<file path="config.mk">
export PLATFORM = sky130hd
export DESIGN_NAME = xlr8_boot_restore_ctl
export DESIGN_NICKNAME = d
export VERILOG_FILES = /design/src/rtl/xlr8_boot_restore_ctl.sv
export SDC_FILE = /design/constraint.sdc
export NUM_CORES = 1
export LEC_CHECK = 0
export ABC_AREA = 1
export BUFFER_PORTS_ARGS = -buffer_cell sky130_fd_sc_hd__clkbuf_2
export CAP_MARGIN = 40
export CORE_UTILIZATION = 35
export DETAILED_ROUTE_END_ITERATION = 10
export GPL_ROUTABILITY_DRIVEN = 0
export GPL_TIMING_DRIVEN = 0
export SLEW_MARGIN = 20
export SYNTH_ARGS = -nofsm -noshare
export SYNTH_HDL_FRONTEND = slang
export SYNTH_SLANG_ARGS = --single-unit
</file>
<file path="constraint.sdc">
create_clock -name clk -period 2 [get_ports clk]
set_input_delay 0.1 -clock clk [delete_from_list [all_inputs] [get_ports clk]]
set_output_delay 0.1 -clock clk [all_outputs]
set_load 0.02 [all_outputs]
</file>
<file path="src/rtl/xlr8_boot_restore_ctl.sv">
// xlr8_boot_restore_ctl: restores AVR pmem from UFM flash after reset, optional CRC check under XLR8_BOOT_CRC_EN
module xlr8_boot_restore_ctl #(
  parameter int PMEM_WORDS = 8192,
  parameter int PMEM_AW    = 13,
  parameter int FLASH_AW   = 17,
  parameter int FLASH_BASE = 0,
  parameter int TIMEOUT    = 255
) (
  input  logic                clk,
  input  logic                rst,
  input  logic                start,
  input  logic                restore_en,
  output logic [FLASH_AW-1:0] flash_addr,
  output logic                flash_read,
  input  logic                flash_waitrequest,
  input  logic [31:0]         flash_readdata,
  input  logic                flash_readdatavalid,
  output logic                pmem_we,
  output logic [PMEM_AW-1:0]  pmem_addr,
  output logic [15:0]         pmem_wdata,
  output logic                core_rst_hold,
  output logic                busy,
  output logic                done,
  output logic                err,
  output logic [15:0]         crc_out
);
  localparam int IW = PMEM_AW - 1;
  localparam int TW = $clog2(TIMEOUT + 2);
`ifdef XLR8_BOOT_CRC_EN
  typedef enum logic [3:0] {IDLE, REQ, WAIT, WR_LO, WR_HI, CRC_REQ, CRC_WAIT, DONE, ERR} state_t;
  function automatic logic [15:0] crc16(input logic [15:0] c, input logic [15:0] d);
    logic [15:0] r;
    r = c;
    for (int i = 15; i >= 0; i--) r = (r << 1) ^ ((r[15] ^ d[i]) ? 16'h1021 : 16'h0000);
    return r;
  endfunction
  logic [15:0] crc_q, crc_d;
  assign crc_out = crc_q;
`else
  typedef enum logic [3:0] {IDLE, REQ, WAIT, WR_LO, WR_HI, DONE, ERR} state_t;
  assign crc_out = 16'h0000;
`endif
  state_t state_q, state_d;
  logic [IW-1:0] idx_q, idx_d;
  logic [TW-1:0] cnt_q, cnt_d;
  logic [31:0] data_q, data_d;
  logic flash_read_q, flash_read_d, pmem_we_q, pmem_we_d;
  logic [FLASH_AW-1:0] flash_addr_q, flash_addr_d;
  logic [PMEM_AW-1:0] pmem_addr_q, pmem_addr_d;
  logic [15:0] pmem_wdata_q, pmem_wdata_d;
  logic hold_q, hold_d, busy_q, busy_d, done_q, done_d, err_q, err_d;
  logic last, expired;
  assign last    = {idx_q, 1'b1} == PMEM_AW'(PMEM_WORDS - 1);
  assign expired = cnt_q == TW'(TIMEOUT);
  always_comb begin
    state_d = state_q;
    idx_d   = idx_q;
    cnt_d   = cnt_q;
    data_d  = data_q;
`ifdef XLR8_BOOT_CRC_EN
    crc_d   = crc_q;
`endif
    case (state_q)
      IDLE, DONE, ERR: if (start) begin
        state_d = restore_en ? REQ : DONE;
        idx_d   = '0;
`ifdef XLR8_BOOT_CRC_EN
        crc_d   = 16'hFFFF;
`endif
      end
      REQ: if (!flash_waitrequest) begin
        state_d = WAIT;
        cnt_d   = '0;
      end
      WAIT: if (flash_readdatavalid) begin
        data_d  = flash_readdata;
        state_d = WR_LO;
      end else if (expired) state_d = ERR;
      else cnt_d = cnt_q + TW'(1);
      WR_LO: state_d = WR_HI;
`ifdef XLR8_BOOT_CRC_EN
      WR_HI: if (last) state_d = CRC_REQ;
      else begin
        idx_d   = idx_q + IW'(1);
        state_d = REQ;
      end
      CRC_REQ: if (!flash_waitrequest) begin
        state_d = CRC_WAIT;
        cnt_d   = '0;
      end
      CRC_WAIT: if (flash_readdatavalid) state_d = (flash_readdata[15:0] == crc_q) ? DONE : ERR;
      else if (expired) state_d = ERR;
      else cnt_d = cnt_q + TW'(1);
`else
      WR_HI: if (last) state_d = DONE;
      else begin
        idx_d   = idx_q + IW'(1);
        state_d = REQ;
      end
`endif
      default: state_d = IDLE;
    endcase
`ifdef XLR8_BOOT_CRC_EN
    flash_read_d = state_d == REQ || state_d == CRC_REQ;
    flash_addr_d = !flash_read_d ? flash_addr_q :
                   state_d == CRC_REQ ? FLASH_AW'(FLASH_BASE + PMEM_WORDS / 2) :
                   FLASH_AW'(FLASH_BASE) + FLASH_AW'(idx_d);
`else
    flash_read_d = state_d == REQ;
    flash_addr_d = flash_read_d ? FLASH_AW'(FLASH_BASE) + FLASH_AW'(idx_d) : flash_addr_q;
`endif
    pmem_we_d    = state_d == WR_LO || state_d == WR_HI;
    pmem_addr_d  = pmem_we_d ? {idx_d, state_d == WR_HI} : pmem_addr_q;
    pmem_wdata_d = !pmem_we_d ? pmem_wdata_q : state_d == WR_HI ? data_d[31:16] : data_d[15:0];
`ifdef XLR8_BOOT_CRC_EN
    crc_d        = pmem_we_d ? crc16(crc_q, pmem_wdata_d) : crc_d;
`endif
    busy_d = !(state_d == IDLE || state_d == DONE || state_d == ERR);
    done_d = state_d == DONE;
    err_d  = state_d == ERR;
    hold_d = state_d != DONE;
  end
  always_ff @(posedge clk) begin
    if (rst) begin
      state_q      <= IDLE;
      idx_q        <= '0;
      cnt_q        <= '0;
      data_q       <= '0;
      flash_read_q <= 1'b0;
      flash_addr_q <= '0;
      pmem_we_q    <= 1'b0;
      pmem_addr_q  <= '0;
      pmem_wdata_q <= '0;
      hold_q       <= 1'b1;
      busy_q       <= 1'b0;
      done_q       <= 1'b0;
      err_q        <= 1'b0;
`ifdef XLR8_BOOT_CRC_EN
      crc_q        <= '0;
`endif
    end else begin
      state_q      <= state_d;
      idx_q        <= idx_d;
      cnt_q        <= cnt_d;
      data_q       <= data_d;
      flash_read_q <= flash_read_d;
      flash_addr_q <= flash_addr_d;
      pmem_we_q    <= pmem_we_d;
      pmem_addr_q  <= pmem_addr_d;
      pmem_wdata_q <= pmem_wdata_d;
      hold_q       <= hold_d;
      busy_q       <= busy_d;
      done_q       <= done_d;
      err_q        <= err_d;
`ifdef XLR8_BOOT_CRC_EN
      crc_q        <= crc_d;
`endif
    end
  end
  assign flash_read    = flash_read_q;
  assign flash_addr    = flash_addr_q;
  assign pmem_we       = pmem_we_q;
  assign pmem_addr     = pmem_addr_q;
  assign pmem_wdata    = pmem_wdata_q;
  assign core_rst_hold = hold_q;
  assign busy          = busy_q;
  assign done          = done_q;
  assign err           = err_q;
endmodule

</file>
==> summary.json <==
{
  "final_layout": {
    "regArea_um2": 2090,
    "multiInputGateArea_um2": 2415,
    "final.fill_count": 1461,
    "final_net_count": 881,
    "drive_above_1_share_pct": 21.59,
    "diodes": 0,
    "final_cell_area_um2": 6081,
    "flow.area_growth_from_synthesis_pct": 23.23
  },
  "timing": {
    "worstMarginPinSlew_ns": 0.5969,
    "setup_repair_after_global_routing_missed_its_margin": "no",
    "slew_violations": 0,
    "timing.clock.skew_ns": 0.006460,
    "final_setup_tns_ns": 0,
    "relSlewSlack_pct": 60.21,
    "max_freq_mhz": 537.9,
    "period_minus_slack_ns": 1.859,
    "timing.hold.ws_ns": 0.005354,
    "report.final.hold_viol_count": 0,
    "setup_violations_final": 0,
    "final_min_period_over_clock_period_pct": 92.95
  },
  "critical_path": {
    "reg2reg_slack_ns": 0.14,
    "cp-start-kind": "flop",
    "crit_arrival_ns": 2.14,
    "crit_type": "reg2reg",
    "critical_path.reg2reg.endpoint": "flash_addr[6]",
    "critical_path.endpoint_type": "flop",
    "critical_path.reg2reg.startpoint": "state_q[2]",
    "critical_path.max_fanout": 8,
    "required_ns": 2.29,
    "worstRegToRegCells": 10
  },
  "synthesis": {
    "yosysWarnings": 0,
    "synth.top_cells.by_area": "dfxtp_1, nand2_1, nor2_1, inv_1, o21ai_0",
    "synth.cell_area_um2": 4935,
    "synthDominantAreaCellType": "dfxtp_1",
    "synth_top_area_share_pct": 42.19,
    "synth_sequential_area_ratio_pct": 42.19,
    "synth_enable_flop_cells": 0,
    "ys_seq_elements": 104,
    "synthFlopType": "dfxtp_1",
    "postSynth.asyncResetShare_pct": 0,
    "avgSynthCellArea_um2": 6.892,
    "post_synth_num_cell_types": 36,
    "syn-instance-count": 716
  },
  "power_and_ir_drop": {
    "swShare_pct": 25.21,
    "power_switching_w": 0.001144,
    "peakVddDrop_v": 0.0004472,
    "design_power_total_w": 0.004537,
    "power.share.sequential_pct": 47.5,
    "clock_power_share_pct": 41.1,
    "leakage_power_of_the_design_nw": 2.926,
    "power.density_nw_per_um2": 746.2,
    "combPwrFrac_pct": 11.4,
    "p_int_w": 0.003394
  },
  "placed_design": {
    "placedInstanceArea_um2": 5654,
    "dp_hpwl_um": 9633,
    "io_buffer_count": 83
  },
  "hold_path": {
    "holdPathStages": 3,
    "min-delay-start": "flash_readdata[8]",
    "hold_path.class": "in2reg",
    "min_to": "data_q[8]"
  },
  "floorplan": {
    "fp.dieArea_um2": 14580,
    "row_count": 43,
    "placeableCoreArea_um2": 13830,
    "die_w_um": 120.7,
    "die_y_um": 120.7,
    "floorplan.initialDensity_pct": 35.69,
    "ioPinCount": 106
  },
  "route": {
    "post-route-drc-count": 0,
    "ant_nets": 0,
    "drtPass1Iterations": 5,
    "totalWireLength_um": 12980,
    "drc_violation_total_after_the_first_tritonroute_iteration": 203,
    "vias_per_cell": 4.574,
    "wl_per_cell_um": 12.68,
    "routed-via-count": 4679
  },
  "cts": {
    "cts_tree": "yes",
    "clock-root-buffer": "clkbuf_16",
    "cts_inserted_buffers": 9,
    "cts.reportedPaths.clkPinSlew_ns": 0.07,
    "clock_sinks": 104,
    "clock_latency_ns": 0.34,
    "htree_levels": 3,
    "cts_max_path_buffers": 2
  },
  "grt": {
    "grt_pass1_wl_um": 20900,
    "grt_max_degree": 17,
    "antenna_found_initial": 0,
    "grt_usage_pct": 18.48,
    "grt.overflow.total": 0,
    "grt_pass1_vias": 4232
  },
  "run_status": {
    "result_of_the_run": "finished, final reports clean"
  },
  "run": {
    "max_cap_viol_count": 0
  }
}
==> how the worst max path moves through the flow <==
stage | from | to | slack [ns] | cells after the start
after floorplan | cnt_q[0] | core_rst_hold | 0.22 | 12
after global placement | cnt_q[0] | core_rst_hold | -0.10 | 12
after detailed placement | cnt_q[0] | core_rst_hold | -0.10 | 12
after CTS | cnt_q[1] | core_rst_hold | 0.01 | 12
after global routing | cnt_q[1] | flash_addr[5] | 0.0002 | 13
final | state_q[2] | flash_addr[6] | 0.14 | 10
==> registers in the layout (all words and copies together), names as in the netlist <==
register	flops
err	1
idx_q	12
flash_read	1
flash_addr	12
pmem_wdata	16
pmem_addr	13
busy	1
cnt_q	9
done	1
core_rst_hold	1
state_q	4
data_q	32
pmem_we	1
==> power by group through the flow <==
stage	Sequential (W)	Clock [W]	Combinational [W]
after floorplan	0.00225	0	0.000302
after global placement	0.00220	0	0.000501
after detailed placement	0.00220	0	0.000501
after CTS	0.00215	0.00190	0.000511
after global routing	0.00216	0.00199	0.000574
final	0.00215	0.00187	0.000518
==> cell type report <==
| class | instances | share of cell area [%] |
|---|---|---|
| Tap cell | 180 | 3.704 |
| Clock inverter | 5 | 1.358 |
| Multi-Input combinational cell | 516 | 39.71 |
| Inverter | 68 | 4.198 |
| Buffer | 49 | 4.938 |
| Sequential cell | 104 | 34.36 |
| Clock buffer | 9 | 3.704 |
| Timing Repair Buffer | 92 | 8.025 |
==> logic make-up (layout without fill, tap and decap cells) <==
family          Yosys count  after routing  synth area share, %
buf+inv                 117            223                11.18
compound gates          112            112                12.65
flops                   104            104                42.19
xor+xnor                  3              3               0.5326
simple gates            376            376                32.61
fa+ha+maj                 3              3               0.7607
other cells               1             22              0.07599
==> what timing repair did <==
action / CTS / global route
setup buffers: 3 / 4
gates resized for setup: 7 / 9
hold endpoints to repair: 2 / 0
endpoints found under the setup margin: 11 / 22
hold buffers: 2 / 0
pin swaps: 5 / 7
==> cell usage in the layout (no fill, tap or decap), drive strengths merged <==
cell         netlist  final
conb               1     22
inv               68     69
dlygate4sd3        0      2
xnor2              1      1
nand4              6      6
ha                 3      3
dfxtp            104    104
bufinv             0      2
or2                6      6
nor2             123    123
o211ai            13     13
clkbuf            14    106
nor3               4      4
nor3b              1      1
o21ai             60     60
a31o               1      1
buf               35     42
nand3             31     31
o21bai             7      7
a21oi             30     30
nand3b             3      3
clkinv             0      2
nand2            202    202
xor2               2      2
a211oi             1      1
==> critical path: stages (launching register included) <==
cell	delay [ns]
dfxtp_1	0.45
inv_1	0.06
nor2_1	0.18
nand3_2	0.12
nand2_4	0.13
nand2_1	0.07
nand2_2	0.16
inv_2	0.09
o21ai_1	0.34
nor2_1	0.09
nor2_1	0.10
==> routing by layer <==
| metal | GRT usage [%] | up-vias | routed length, µm |
|---|---|---|---|
| met5 | 0 | - | 0 |
| met4 | 6.867 | 0 | 230 |
| met3 | 3.019 | 16 | 717 |
| met2 | 29.99 | 127 | 5729 |
| met1 | 24.59 | 2077 | 6299 |
| li1 | - | 2459 | - |
==> metrics by stage <==
stage / worst slack (ns) / instances / util [%]
after floorplan: 0.2235 / 737 / -
after global placement: -0.1033 / 1000 / 40.89
after detailed placement: -0.1033 / 1000 / 40.89
after CTS: 0.01074 / 1019 / 43.55
after global routing: 0.0001665 / 1023 / 43.98
final: 0.1410 / 1023 / 43.98
==> synth_stat cells, types with 2 or more instances <==
cell / instances
nand2_2: 5
o211ai_1: 13
a21oi_1: 29
buf_2: 9
buf_4: 23
buf_6: 2
o21ai_1: 24
or2_0: 6
nor3_1: 4
dfxtp_1: 104
o21ai_0: 35
inv_2: 12
nand3b_1: 3
nand2_1: 194
nor2_2: 3
inv_1: 56
ha_1: 3
nand4_1: 6
nor2_1: 116
nor2_4: 3
clkbuf_1: 14
nand3_1: 27
o21bai_1: 7
xor2_1: 2
nand3_2: 3
nand2_4: 3
Power figures use the tool's default switching activity.
